### src/rtl/seq_divider_pkg.sv
// seq_divider_pkg: shared width defaults and FSM state encoding for the sequential divider
package seq_divider_pkg;
    localparam int DW_DEF = 8;
    localparam int VW_DEF = 3;
    typedef enum logic [1:0] {
        IDLE = 2'b00,
        RUN  = 2'b01,
        DONE = 2'b10
    } state_t;
endpackage

### src/rtl/seq_divider_if.sv
// seq_divider_if: request/result bundle between a divider client and the divider
interface seq_divider_if
    import seq_divider_pkg::*;
#(
    parameter int DW = DW_DEF,
    parameter int VW = VW_DEF
);
    logic          start;
    logic [DW-1:0] in_dividend;
    logic [VW-1:0] in_divisor;
    logic          busy;
    logic          done;
    logic [DW-1:0] out_q;
    logic [VW-1:0] out_r;
    logic          div_zero;
    modport master (
        output start, in_dividend, in_divisor,
        input  busy, done, out_q, out_r, div_zero
    );
    modport slave (
        input  start, in_dividend, in_divisor,
        output busy, done, out_q, out_r, div_zero
    );
endinterface

### src/rtl/seq_divider_div_step.sv
// div_step: one restoring compare/subtract step on a VW+1-bit partial remainder
module div_step
    import seq_divider_pkg::*;
#(
    parameter int VW = VW_DEF
) (
    input  logic [VW:0]   rem_in,
    input  logic [VW-1:0] divisor,
    output logic [VW-1:0] rem_out,
    output logic          q_bit
);
    logic [VW:0] diff;
    // a clear top bit of the difference means rem_in >= divisor, since rem_in < 2*divisor
    always_comb begin
        diff    = rem_in - {1'b0, divisor};
        q_bit   = ~diff[VW];
        rem_out = q_bit ? diff[VW-1:0] : rem_in[VW-1:0];
    end
endmodule

### src/rtl/seq_divider.sv
// seq_divider: restoring divider producing one quotient bit per clock, MSB first
module seq_divider
    import seq_divider_pkg::*;
#(
    parameter int DW = DW_DEF,
    parameter int VW = VW_DEF
) (
    input  logic clk,
    input  logic reset_n,
    seq_divider_if.slave bus
);
    localparam int CW = $clog2(DW + 1);
    localparam logic [CW-1:0] LAST = CW'(DW - 1);
    state_t        state;
    logic [CW-1:0] cnt;
    logic [DW-1:0] dvd;
    logic [VW-1:0] dvs;
    logic [VW-1:0] rem;
    logic [DW-1:0] q;
    logic [VW-1:0] r;
    logic          dz;
    logic [VW-1:0] rem_nxt;
    logic          q_bit;
    logic [DW-1:0] q_nxt;

    div_step #(.VW(VW)) u_step (
        .rem_in  ({rem, dvd[DW-1]}),
        .divisor (dvs),
        .rem_out (rem_nxt),
        .q_bit   (q_bit)
    );

    // the dividend register shifts left each step and fills with quotient bits
    assign q_nxt = DW'({dvd, q_bit});

    assign bus.busy     = (state == RUN);
    assign bus.done     = (state == DONE);
    assign bus.out_q    = q;
    assign bus.out_r    = r;
    assign bus.div_zero = dz;

    // FSM, iteration counter, operand and result registers
    always_ff @(posedge clk or negedge reset_n) begin
        if (!reset_n) begin
            state <= IDLE;
            cnt   <= '0;
            dvd   <= '0;
            dvs   <= '0;
            rem   <= '0;
            q     <= '0;
            r     <= '0;
            dz    <= 1'b0;
        end else begin
            case (state)
                IDLE, DONE: begin
                    if (!bus.start) begin
                        state <= IDLE;
                    end else if (bus.in_divisor == '0) begin
                        state <= DONE;
                        q     <= '1;
                        r     <= '0;
                        dz    <= 1'b1;
                    end else begin
                        state <= RUN;
                        dvd   <= bus.in_dividend;
                        dvs   <= bus.in_divisor;
                        rem   <= '0;
                        cnt   <= '0;
                        dz    <= 1'b0;
                    end
                end
                RUN: begin
                    dvd <= q_nxt;
                    rem <= rem_nxt;
                    if (cnt == LAST) begin
                        state <= DONE;
                        q     <= q_nxt;
                        r     <= rem_nxt;
                    end else begin
                        cnt <= cnt + 1'b1;
                    end
                end
                default: state <= IDLE;
            endcase
        end
    end
endmodule

### src/flat_wrapper.sv
// flat-port wrapper written by rule: the top's interface ports become plain ports
module seq_divider_flat import seq_divider_pkg::*;
#(
    parameter int DW = DW_DEF,
    parameter int VW = VW_DEF
)
  (clk, reset_n, bus_start, bus_in_dividend, bus_in_divisor, bus_busy, bus_done, bus_out_q, bus_out_r, bus_div_zero);
  seq_divider_if #(.DW(DW), .VW(VW)) bus_i ();
  input  logic clk;
  input  logic reset_n;
  input wire logic [$bits(bus_i.start)-1:0] bus_start;
  input wire logic [$bits(bus_i.in_dividend)-1:0] bus_in_dividend;
  input wire logic [$bits(bus_i.in_divisor)-1:0] bus_in_divisor;
  output wire logic [$bits(bus_i.busy)-1:0] bus_busy;
  output wire logic [$bits(bus_i.done)-1:0] bus_done;
  output wire logic [$bits(bus_i.out_q)-1:0] bus_out_q;
  output wire logic [$bits(bus_i.out_r)-1:0] bus_out_r;
  output wire logic [$bits(bus_i.div_zero)-1:0] bus_div_zero;
  assign bus_i.start = bus_start;
  assign bus_i.in_dividend = bus_in_dividend;
  assign bus_i.in_divisor = bus_in_divisor;
  assign bus_busy = bus_i.busy;
  assign bus_done = bus_i.done;
  assign bus_out_q = bus_i.out_q;
  assign bus_out_r = bus_i.out_r;
  assign bus_div_zero = bus_i.div_zero;
  seq_divider #(.DW(DW), .VW(VW)) u_core (.clk(clk), .reset_n(reset_n), .bus(bus_i));
endmodule
### config.mk
export PLATFORM = sky130hd
export DESIGN_NAME = seq_divider_flat
export DESIGN_NICKNAME = d
export VERILOG_FILES = /design/src/rtl/seq_divider_pkg.sv /design/src/rtl/seq_divider_if.sv /design/src/rtl/seq_divider_div_step.sv /design/src/rtl/seq_divider.sv /design/src/flat_wrapper.sv
export SDC_FILE = /design/constraint.sdc
export NUM_CORES = 1
export LEC_CHECK = 0
export CAP_MARGIN = 20
export CORE_MARGIN = 2
export CORE_UTILIZATION = 45
export CTS_CLUSTER_DIAMETER = 120
export DETAILED_ROUTE_END_ITERATION = 16
export PLACE_DENSITY = 0.67
export SLEW_MARGIN = 20
export SYNTH_ARGS = -nofsm -noshare
export SYNTH_HDL_FRONTEND = slang
export SYNTH_HIERARCHICAL = 1
export SYNTH_SLANG_ARGS = --single-unit
### constraint.sdc
create_clock -name clk -period 3.9 [get_ports clk]
set_clock_uncertainty 0.15 [all_clocks]
set_input_delay 0.78 -clock clk [delete_from_list [all_inputs] [get_ports clk]]
set_output_delay 0.78 -clock clk [all_outputs]
set_load 0.02 [all_outputs]
## Yosys cells after proc, flatten, opt, wreduce, memory -nomap -nowiden

Index checks and enable logic that the tools add are counted.

- Add/subtract/negate cells: 2
- Equal/unequal tests: 8
- Multiplexer cells: 24
- Bitwise gates (word level): 2
- Reduce and logical (&&, ||, !) cells: 9

Operator list:

| cell | count |
|---|---|
| $mux W8 | 5 |
| $pmux W8 S2 | 2 |
| $mux W3 | 6 |
| $mux W4 | 3 |
| $pmux W3 S2 | 2 |
| $pmux W4 S2 | 1 |
| $reduce_and A4 Y1 | 2 |
| $mux W2 | 3 |
| $ne A2 B2 Y1 const B | 3 |
| $reduce_and A3 Y1 | 2 |
| $add A4 B1 Y4 const B | 1 |
| $eq A4 B3 Y1 const B | 1 |
| $ne A2 B1 Y1 const B | 2 |
| $pmux W2 S2 | 1 |
| $sub A4 B3 Y4 | 1 |
| $logic_not A3 Y1 | 1 |
| $eq A2 B1 Y1 const B | 1 |
| $eq A2 B2 Y1 const B | 1 |
| $logic_not A2 Y1 | 1 |
| $not A1 Y1 | 2 |
| $reduce_and A2 Y1 | 1 |
| $reduce_bool A2 Y1 | 1 |
| $reduce_or A2 Y1 | 1 |
| $mux W1 | 1 |

- Flip-flop bits (word level): 32
- Input bits: 14
- Output and inout bits: 14
- Logic and storage cells: 53

## Logic depth before layout (Yosys ltp)

Gate-level depths: netlist of the first run.

- Word-level depth: 4
- Mapped depth: 7
- Mapped depth without buffers: 7

## Hierarchy

The synthesis of the first run kept the hierarchy.

Modules (own cells, without submodules):

| module | instances | cells each | area each (um^2) | seq. area each (um^2) |
|---|---|---|---|---|
| seq_divider | 1 | 103 | 1460.2 | 800.8 |
| div_step | 1 | 16 | 146.4 | 0.0 |

## Least setup slack after synthesis of the first run

No wires, ideal clock.

- Path type: register -> register
- From: register u_core.rem[1]
- To: register u_core.r[2], in the netlist u_core/bus.out_r[2]
- Library setup time: 0.121 ns
- Data arrival time: 1.723 ns
- Data required time: 3.629 ns
- Path slack: 1.906 ns
- Stages on the path, launching flop included: 7
- Buffers on the path: 0
- Clock period less this slack: 1.994 ns
- Cell sequence: dfrtp_1 ha_1 nand2_1 o21ai_1 xor2_2 mux2_4 a22o_1

- Cells in the longest elaborated chain, start to end: 4

Ends and longest elaborated chain:

| what | RTL line | source |
|---|---|---|
| start: declaration | seq_divider.sv:18 | `logic [VW-1:0] rem;` |
| start signal: assignment | seq_divider.sv:74 | `rem <= rem_nxt;` |
| $sub A4 B3 Y4 | seq_divider_div_step.sv:15 | `diff = rem_in - {1'b0, divisor};` |
| $mux W3 * | seq_divider_div_step.sv:17 | `rem_out = q_bit ? diff[VW-1:0] : rem_in[VW-1:0];` |
| net u_core.rem_nxt[2] | seq_divider.sv:22 | `logic [VW-1:0] rem_nxt;` |
| $mux W3 * | seq_divider.sv:75 | `if (cnt == LAST) begin` |
| $pmux W3 S2 * | seq_divider.sv:54 | `case (state)` |
| end signal: assignment | seq_divider.sv:78 | `r <= rem_nxt;` |
| end: declaration | seq_divider.sv:20 | `logic [VW-1:0] r;` |

Mark *: on every way through the listed nets, which the timed path passes. The rest lies on a longest branch. The select of a mux whose other input is x is not followed.
A chain may end at the register's enable or synchronous reset.

## Final worst setup path of the first run

- From: register u_core.state[1]
- To: output port bus_busy

- Cells in the longest elaborated chain, start to end: 1

Ends and longest elaborated chain:

| what | RTL line | source |
|---|---|---|
| start: declaration | seq_divider.sv:14 | `state_t state;` |
| start signal: assignment | seq_divider.sv:45 | `state <= IDLE;` |
| start signal: assignment | seq_divider.sv:57 | `state <= IDLE;` |
| start signal: assignment | seq_divider.sv:59 | `state <= DONE;` |
| $eq A2 B1 Y1 | seq_divider.sv:36 | `assign bus.busy = (state == RUN);` |
| end: declaration | flat_wrapper.sv:14 | `output wire logic [$bits(bus_i.busy)-1:0] bus_busy;` |

Every way passes these cells.

==> results of run 1 <==
[registers in the layout, summed over array words and instances (netlist names)]
signal               count
u_core/bus.div_zero      1
u_core/cnt               4
u_core/rem               3
u_core/dvd               8
u_core/bus.out_r         3
u_core/state             2
u_core/bus.out_q         8
u_core/dvs               3
[layout make-up]
class	count	area, sq um
repair buffers	28	278
fillers	282	1440
well taps	46	57.6
flip-flops and latches	32	801
multi-input cells	78	756
inverters	6	22.5
clock buffers	5	37.5
[through the flow]
stage	power [mW]	hold WS [ns]
6_report	1.80	0.343
5_1_grt	1.94	0.375
4_1_cts	1.82	0.346
3_5_place_dp	1.66	0.328
3_3_place_gp	1.61	0.324
2_1_floorplan	1.37	0.316
[synthesized netlist by cell type, types with 2 or more instances]
cell type,number
dfrtp_1,32
mux2_4,11
a22o_1,9
o22a_1,8
mux2_2,6
inv_1,5
a21oi_1,4
ha_1,4
o21ai_0,4
nand2_1,3
nor2_1,3
buf_6,2
mux2i_1,2
nand2b_4,2
nand3_1,2
[critical path, cell delays in order, from the launching register on]
cell	delay [ns]
dfrtp_1	0.38
nand2b_4	0.24
inv_1	0.38
clkdlybuf4s50_1	0.69
[where the power goes]
group          total, mW  internal, mW  switching (mW)  leakage [nW]
logic               1.03         0.555           0.473         0.500
registers          0.617         0.493           0.124         0.381
clock network      0.157        0.0601          0.0973        0.0230
[kinds of logic after synthesis]
kind of cell             synth area share
XOR/XNOR                           0.0156
adder cells (fa/ha/maj)            0.0436
buffers and inverters              0.0311
flip-flops                          0.498
multiplexers                        0.157
AO/OA/AOI/OAI                       0.171
AND/OR/NAND/NOR                    0.0826
[layout by cell type (no fill, tap or decap), types with 2 or more instances in the layout]
cell type        count
dfrtp_1             32
clkdlybuf4s50_1     27
mux2_4              11
a22o_1               9
o22a_1               8
mux2_2               6
clkbuf_4             5
inv_1                5
o21ai_0              4
a21oi_1              4
ha_1                 4
nor2_1               3
nand2_1              3
nand2b_4             2
nand3_1              2
mux2i_1              2
[final timing paths]
path	endpoint	slack, ns	cells after the start
worst max-delay path	bus_busy	0.95	3
worst min-delay path	u_core/bus.out_q[4]	0.34	1
worst max register to register	u_core/rem[2]	1.69	6
worst min register to register	u_core/bus.out_q[4]	0.34	1
max in group asynchronous	u_core/bus.out_q[3]	2.61	2
min in group asynchronous	u_core/bus.div_zero	0.69	2
[layer usage]
layer,vias to the layer above,global-route usage,wire [um],part of all wire
met5,-,0,0,0
met1,534,0.229,1420,0.45
met4,0,0.0897,66,0.021
met3,7,0.0511,104,0.033
met2,19,0.278,1540,0.49
li1,508,-,-,-
==> run metrics, run 1 <==
run status finished clean; share of flip-flops with an asynchronous set or reset after synthesis 1.00; CTS tree done; PostCTS Resize Cnt 0; Final Hold Fails 0; vias 1068; CP endpoint kind primary output; Synth Register Bits 32; Worst Tran Pin Value 0.610 ns; grt ovf 0; # hold bufs at CTS 0; Crit path required time 2.97 ns; Slew HR 0.593; yosys warns 6; Placeable Area 3390 sq um; PD cells 923 nW/um^2; Max rail drop VDD 0.380 mV; Die W 63.8 um; clk slew on worst S/H paths 0.09 ns; HPWL after DPL 2330 um; Synth cell types 37; Syn Nets 138; max-slew violations 0; CTS max path bufs 2; Layout Cells excl Fill 195; First-pass DRT Iterations 4; Netlist Area Pre-Place 1610 sq um; Startpoint Class flip-flop; clk sinks 32; first-pass GRT wire length 5490 um; initial antenna violation count 0; final wirelength 3130 um; PortBufs 27; Cells after DPL 190; Max-cap violations 0; share of layout cells above drive strength 1 0.221; pre-CTS setup slack 1.29 ns; fin nets 170; worst flop-to-flop path startpoint u_core/rem[1]; initial DRC count 34; DRC 0; Ports 28; Syn Inst Count 119; Inserted Diodes 0; WL/cell 16.0 um; setup ws final 0.949 ns; register area share after synthesis 0.498; leak pwr 0.903 nW; fin crit share 0.757; max frequency 0.339 GHz; GPL Wtd Cong 0.751; Critical Path AT 2.02 ns; area leader, netlist dfrtp_1; Final min period 2.95 ns; Site Rows 21; Final TNS setup 0 ns; largest net degree at the start of global routing 33; vias in the first global route 1176; Post-synth EDFFs 0; antenna viol nets, final 0; Hold Startpoint u_core/bus.out_q[4]; path type of the worst setup path flip-flop to primary output; Starting Density 0.474; post-CTS setup buffers 0; synth top area cells dfrtp_1 50%, mux2_4 10%, a22o_1 4.9%; synthesized area per cell 13.5 sq um; Clock Latency Late Sink 0.32 ns; ys flop type dfrtp_1; Die Height 63.8 um; Design Area, Final 1950 sq um; CP Launch Point u_core/state[1]; via/cell ratio 5.48; CP Max Fanout 13; total track usage 0.179; Final Setup Violations 0; area growth from synthesis to layout 21.5%; HP Class flip-flop to flip-flop; final core occ 0.576; H-tree levels 2; cts bufs inserted 5; RSZ-0062 raised after global routing no; Die ar. 4060 sq um; clock root buffer clkbuf_4; share of the synthesized area in the top cell type 0.498; DP Area 1910 sq um
Note: power is estimated with default switching activity, not from simulation.
==> run 2: changes to the inputs <==
==> constraint.sdc (replaced) <==
create_clock -name clk -period 2.8 [get_ports clk]
set_clock_uncertainty 0.15 [all_clocks]
set_input_delay 0.56 -clock clk [delete_from_list [all_inputs] [get_ports clk]]
set_output_delay 0.56 -clock clk [all_outputs]
set_load 0.02 [all_outputs]
==> run 2 against run 1 <==
Effect of this change:
- count of clock-buffer cells in the layout increased by 1
- via count is 0.56% lower
- setup slack worse by 0.55 ns
- highest routed layer unchanged
- sequential power up 39%
- routed wire length decreased by 4.1%
- combinational power is 38% higher
- sequential cell count did not move
==> run metrics, run 2 (synthesized netlist as in run 1, its figures left out) <==
fin crit share 0.857; Max-cap violations 0 (unchanged); Max rail drop VDD 0.544 mV (was 0.380 mV); Ports 28 (unchanged); Final TNS setup 0 ns (unchanged); First-pass DRT Iterations 6 (was 4); cts bufs inserted 5 (unchanged); grt ovf 0 (unchanged); RSZ-0062 raised after global routing no (unchanged); Slew HR 0.727 (was 0.593); clk slew on worst S/H paths 0.10 ns (was 0.09 ns); share of layout cells above drive strength 1 0.235 (was 0.221); CP endpoint bus_busy (unchanged); area growth from synthesis to layout 23.0% (was 21.5%); Startpoint Class flip-flop (unchanged); final wirelength 3000 um (was 3130 um); largest net degree at the start of global routing 33 (unchanged); CP max stage delay 0.61 ns (was 0.69 ns); Site Rows 21 (unchanged); HPWL after DPL 2190 um (was 2330 um); CTS max path bufs 2 (unchanged); HP Class flip-flop to flip-flop (unchanged); Final min period 2.40 ns; CTS tree done (unchanged); leak pwr 0.918 nW (was 0.903 nW); Die W 63.8 um (unchanged); PortBufs 27 (unchanged); Placeable Area 3390 sq um (unchanged); Starting Density 0.474 (unchanged); Filler cells 278 (was 282); clk sinks 32 (unchanged); worst flop-to-flop path startpoint u_core/rem[1] (unchanged); vias 1062 (was 1068); Inserted Diodes 0 (unchanged); clock root buffer clkbuf_4 (unchanged); CP Max Fanout 13 (unchanged); DRC 0 (unchanged); H-tree levels 2 (unchanged); vias in the first global route 1127 (was 1176); setup ws final 0.401 ns (was 0.949 ns); initial DRC count 46 (was 34); Die Height 63.8 um (unchanged); WL/cell 15.1 um (was 16.0 um); PostCTS Resize Cnt 0 (unchanged); Clock Latency Late Sink 0.33 ns (was 0.32 ns); hold slack final 0.343 ns (about the same); antenna viol nets, final 0 (unchanged); Crit path required time 2.09 ns (was 2.97 ns); max-slew violations 0 (unchanged); CP Launch Point u_core/state[1] (unchanged); Critical Path AT 1.69 ns (was 2.02 ns); r2r worst-path depth 6 (unchanged); slowest stage cell on the critical path clkdlybuf4s50_1 (unchanged); fin nets 172 (was 170); Final Setup Violations 0 (unchanged); max frequency 0.417 GHz; path type of the worst setup path flip-flop to primary output (unchanged); CP endpoint kind primary output (unchanged); total track usage 0.175 (was 0.179); via/cell ratio 5.34 (was 5.48); pre-CTS setup slack 0.543 ns (was 1.29 ns); run status finished clean (unchanged); initial antenna violation count 0 (unchanged); PD cells 1270 nW/um^2 (was 923 nW/um^2); reg2reg end u_core/bus.out_r[2] (was u_core/rem[2]); post-CTS setup buffers 0 (unchanged); GPL Wtd Cong 0.754 (was 0.751); Worst Tran Pin Value 0.408 ns (was 0.610 ns); critical-path cell list nand2b_4 > inv_1 > clkdlybuf4s50_1 (unchanged); commonest non-fill, non-tap cell in the layout dfrtp_1 (unchanged); first-pass GRT wire length 5400 um (was 5490 um); Final Hold Fails 0 (unchanged); highest-count cells in the layout ignoring fill and taps 32 x dfrtp_1, 27 x clkdlybuf4s50_1, 11 x mux2_4 (unchanged); flop-to-flop setup slack 0.60 ns (was 1.69 ns); Die ar. 4060 sq um (unchanged); # hold bufs at CTS 0 (unchanged)
## run 2: stage by stage
stage | std cells | area [sq um] | utilization | power, mW
final | 199 | 1980 | 0.583 | 2.52
after global routing | 199 | 1980 | 0.583 | 2.73
after CTS | 199 | 1980 | 0.583 | 2.54
after detailed placement | 192 | 1930 | 0.569 | 2.30
after global placement | 192 | 1930 | 0.569 | 2.26
after floorplan | 119 | 1610 | - | 1.91
## run 2: worst min path at each step
stage / end / from / depth (start not counted) / slack [ns]
after floorplan: u_core/bus.div_zero / reset_n / 0 / 0.11
after global placement: u_core/bus.out_q[4] / u_core/bus.out_q[4] / 1 / 0.32
after detailed placement: u_core/bus.out_q[1] / u_core/bus.out_q[1] / 1 / 0.33
after CTS: u_core/bus.out_q[4] / u_core/bus.out_q[4] / 1 / 0.35
after global routing: u_core/bus.out_q[4] / u_core/bus.out_q[4] / 1 / 0.38
final: u_core/bus.out_q[4] / u_core/bus.out_q[4] / 1 / 0.34
## run 2: cell type report
class	instances	area [sq um]	share of cell area
flip-flops and latches	32	801	0.405
multi-input cells	78	756	0.383
repair buffers	30	293	0.148
well taps	46	57.6	0.0291
clock buffers	6	41.3	0.0209
inverters	6	22.5	0.0114
clock inverters	1	5.00	0.00253
## run 2: where the power goes
group,internal [mW],switching (mW),total (mW)
clock network,0.0923,0.147,0.239
logic,0.786,0.636,1.42
registers,0.687,0.168,0.855
total,1.56,0.951,2.52
## run 2: critical path: cells and delay by family (launching register included)
kind / cells / cell delay, ns
simple gates: 1 / 0.24
buf+inv: 2 / 0.73
flops: 1 / 0.38
## run 2: per-layer routing
layer,part of all wire,vias up,track usage
met5,0,-,0
met4,0.016,0,0.0598
met3,0.037,7,0.0563
met2,0.48,21,0.262
met1,0.47,528,0.239
li1,-,506,-
==> run 3: changes to the inputs <==
--- a/config.mk
+++ b/config.mk
@@ -5,12 +5,14 @@
 export SDC_FILE = /design/constraint.sdc
 export NUM_CORES = 1
 export LEC_CHECK = 0
+export ABC_CLOCK_PERIOD_IN_PS = 2800
 export CAP_MARGIN = 20
 export CORE_MARGIN = 2
 export CORE_UTILIZATION = 45
 export CTS_CLUSTER_DIAMETER = 120
 export DETAILED_ROUTE_END_ITERATION = 16
-export PLACE_DENSITY = 0.67
+export DONT_BUFFER_PORTS = 1
+export PLACE_DENSITY = 0.57
 export SLEW_MARGIN = 20
 export SYNTH_ARGS = -nofsm -noshare
 export SYNTH_HDL_FRONTEND = slang
==> run 3 against run 2 <==
Effect of this change:
- first-iteration DRC count increased by 6.5%
- largest power group unchanged
- sequential cell count unchanged
- worst hold slack got worse by 0.13 ns
==> run metrics, run 3 (synthesized netlist as in run 1, its figures left out) <==
run status finished clean (unchanged); hold slack final 0.211 ns (was 0.343 ns); initial DRC count 49 (was 46); # hold bufs at CTS 2 (was 0); Slew HR 0.573 (was 0.727); CP Max Fanout 5 (was 13); Die Height 63.8 um (unchanged); Crit path required time 2.88 ns (was 2.09 ns); Starting Density 0.474 (unchanged); max frequency 0.448 GHz (was 0.417 GHz); RSZ-0062 raised after global routing no (unchanged); Final min period 2.23 ns (was 2.40 ns); Final Setup Violations 0 (unchanged); DP Area 1640 sq um (was 1930 sq um); HPWL after DPL 2250 um (was 2190 um); Startpoint Class flip-flop (unchanged); flop-to-flop setup slack 0.57 ns (was 0.60 ns); final core occ 0.514 (was 0.583); grt ovf 0 (unchanged); post-CTS setup buffers 0 (unchanged); Filler cells 300 (was 278); leak pwr 0.826 nW (was 0.918 nW); Max rail drop VDD 0.558 mV (was 0.544 mV); PD cells 1410 nW/um^2 (was 1270 nW/um^2); Clock Latency Late Sink 0.34 ns (was 0.33 ns); final wirelength 3210 um (was 3000 um); max-slew violations 0 (unchanged); total track usage 0.182 (was 0.175); Design Area, Final 1740 sq um (was 1980 sq um); CP endpoint kind flip-flop (was primary output); highest-count cells in the layout ignoring fill and taps 32 x dfrtp_1, 11 x mux2_4, 9 x a22o_1 (was 32 x dfrtp_1, 27 x clkdlybuf4s50_1, 11 x mux2_4); DRC 0 (unchanged); fin crit share 0.798 (was 0.857); reg2reg end u_core/bus.out_r[2] (unchanged); cts bufs inserted 5 (unchanged); path type of the worst setup path flip-flop to flip-flop (was flip-flop to primary output); Max-cap violations 0 (unchanged); Ports 28 (unchanged); antenna viol nets, final 0 (unchanged); Inserted Diodes 0 (unchanged); First-pass DRT Iterations 4 (was 6); worst hold stages 1 (unchanged); Die ar. 4060 sq um (unchanged); largest net degree at the start of global routing 33 (unchanged); Final Hold Fails 0 (unchanged); CTS tree done (unchanged); PortBufs 0 (was 27); vias 988 (was 1062); worst flop-to-flop path startpoint u_core/rem[1] (unchanged); Final TNS setup 0 ns (unchanged); post-route total power 2.46 mW (was 2.52 mW); first-pass GRT wire length 5530 um (was 5400 um); share of layout cells above drive strength 1 0.278 (was 0.235); Hold Startpoint bus_in_divisor[2] (was u_core/bus.out_q[4]); Hold EP u_core/dvs[2] (was u_core/bus.out_q[4]); WL/cell 18.7 um (was 15.1 um); fin nets 144 (was 172); Die W 63.8 um (unchanged); CTS max path bufs 2 (unchanged); initial antenna violation count 0 (unchanged); HP Class primary input to flip-flop (was flip-flop to flip-flop); Site Rows 21 (unchanged); area growth from synthesis to layout 8.49% (was 23.0%); Placeable Area 3390 sq um (unchanged); commonest non-fill, non-tap cell in the layout dfrtp_1 (unchanged); clk sinks 32 (unchanged); H-tree levels 2 (unchanged); r2r worst-path depth 6 (unchanged); vias in the first global route 1075 (was 1127); via/cell ratio 5.74 (was 5.34); clock root buffer clkbuf_4 (unchanged); GPL Wtd Cong 0.760 (was 0.754); Worst Tran Pin Value 0.640 ns (was 0.408 ns); Critical Path AT 2.31 ns (was 1.69 ns); clk slew on worst S/H paths 0.09 ns (was 0.10 ns); PostCTS Resize Cnt 0 (unchanged)
[run 3: report_power, final]
group	total, mW	leakage, nW	switching [mW]	internal [mW]
Sequential	0.962	0.381	0.276	0.686
Combinational	1.16	0.403	0.533	0.623
Clock	0.347	0.0422	0.160	0.187
Total	2.46	0.826	0.969	1.50
[run 3: critical path: stages, from the launching register on]
cell and delay, ns:
dfrtp_1 0.41, ha_1 0.35, nand2_1 0.08, o21ai_1 0.24
xor2_2 0.34, mux2_4 0.34, a22o_1 0.21
[run 3: layout make-up]
cell class	instances	area [sq um]	share of cell area
tap	46	57.6	0.0330
multi-input combinational	78	756	0.434
sequential	32	801	0.459
clock buffer	6	41.3	0.0237
clock inverter	2	35.0	0.0201
timing repair buffer	2	30.0	0.0172
inverter	6	22.5	0.0129
[run 3: worst max-delay path by stage]
stage / from / endpoint / slack [ns] / depth (start not counted)
floorplan: u_core/rem[1] / u_core/bus.out_r[2] / 0.81 / 6
global placement: u_core/rem[1] / u_core/rem[2] / 0.74 / 6
detailed placement: u_core/rem[1] / u_core/bus.out_r[2] / 0.60 / 6
CTS: u_core/rem[1] / u_core/bus.out_r[2] / 0.58 / 6
global route: u_core/rem[1] / u_core/bus.out_r[2] / 0.50 / 6
finish: u_core/rem[1] / u_core/bus.out_r[2] / 0.57 / 6
[run 3: metrics by stage]
step	std cells	setup slack (ns)
after global placement	162	0.738
after floorplan	119	0.806
after detailed placement	162	0.597
after CTS	172	0.579
final	172	0.567
after global routing	172	0.496
[run 3: per-layer routing]
metal,vias up,global-route usage,routed length [um]
li1,455,-,-
met1,502,0.241,1520
met2,26,0.270,1460
met3,5,0.0669,191
met4,0,0.0788,44
met5,-,0,0
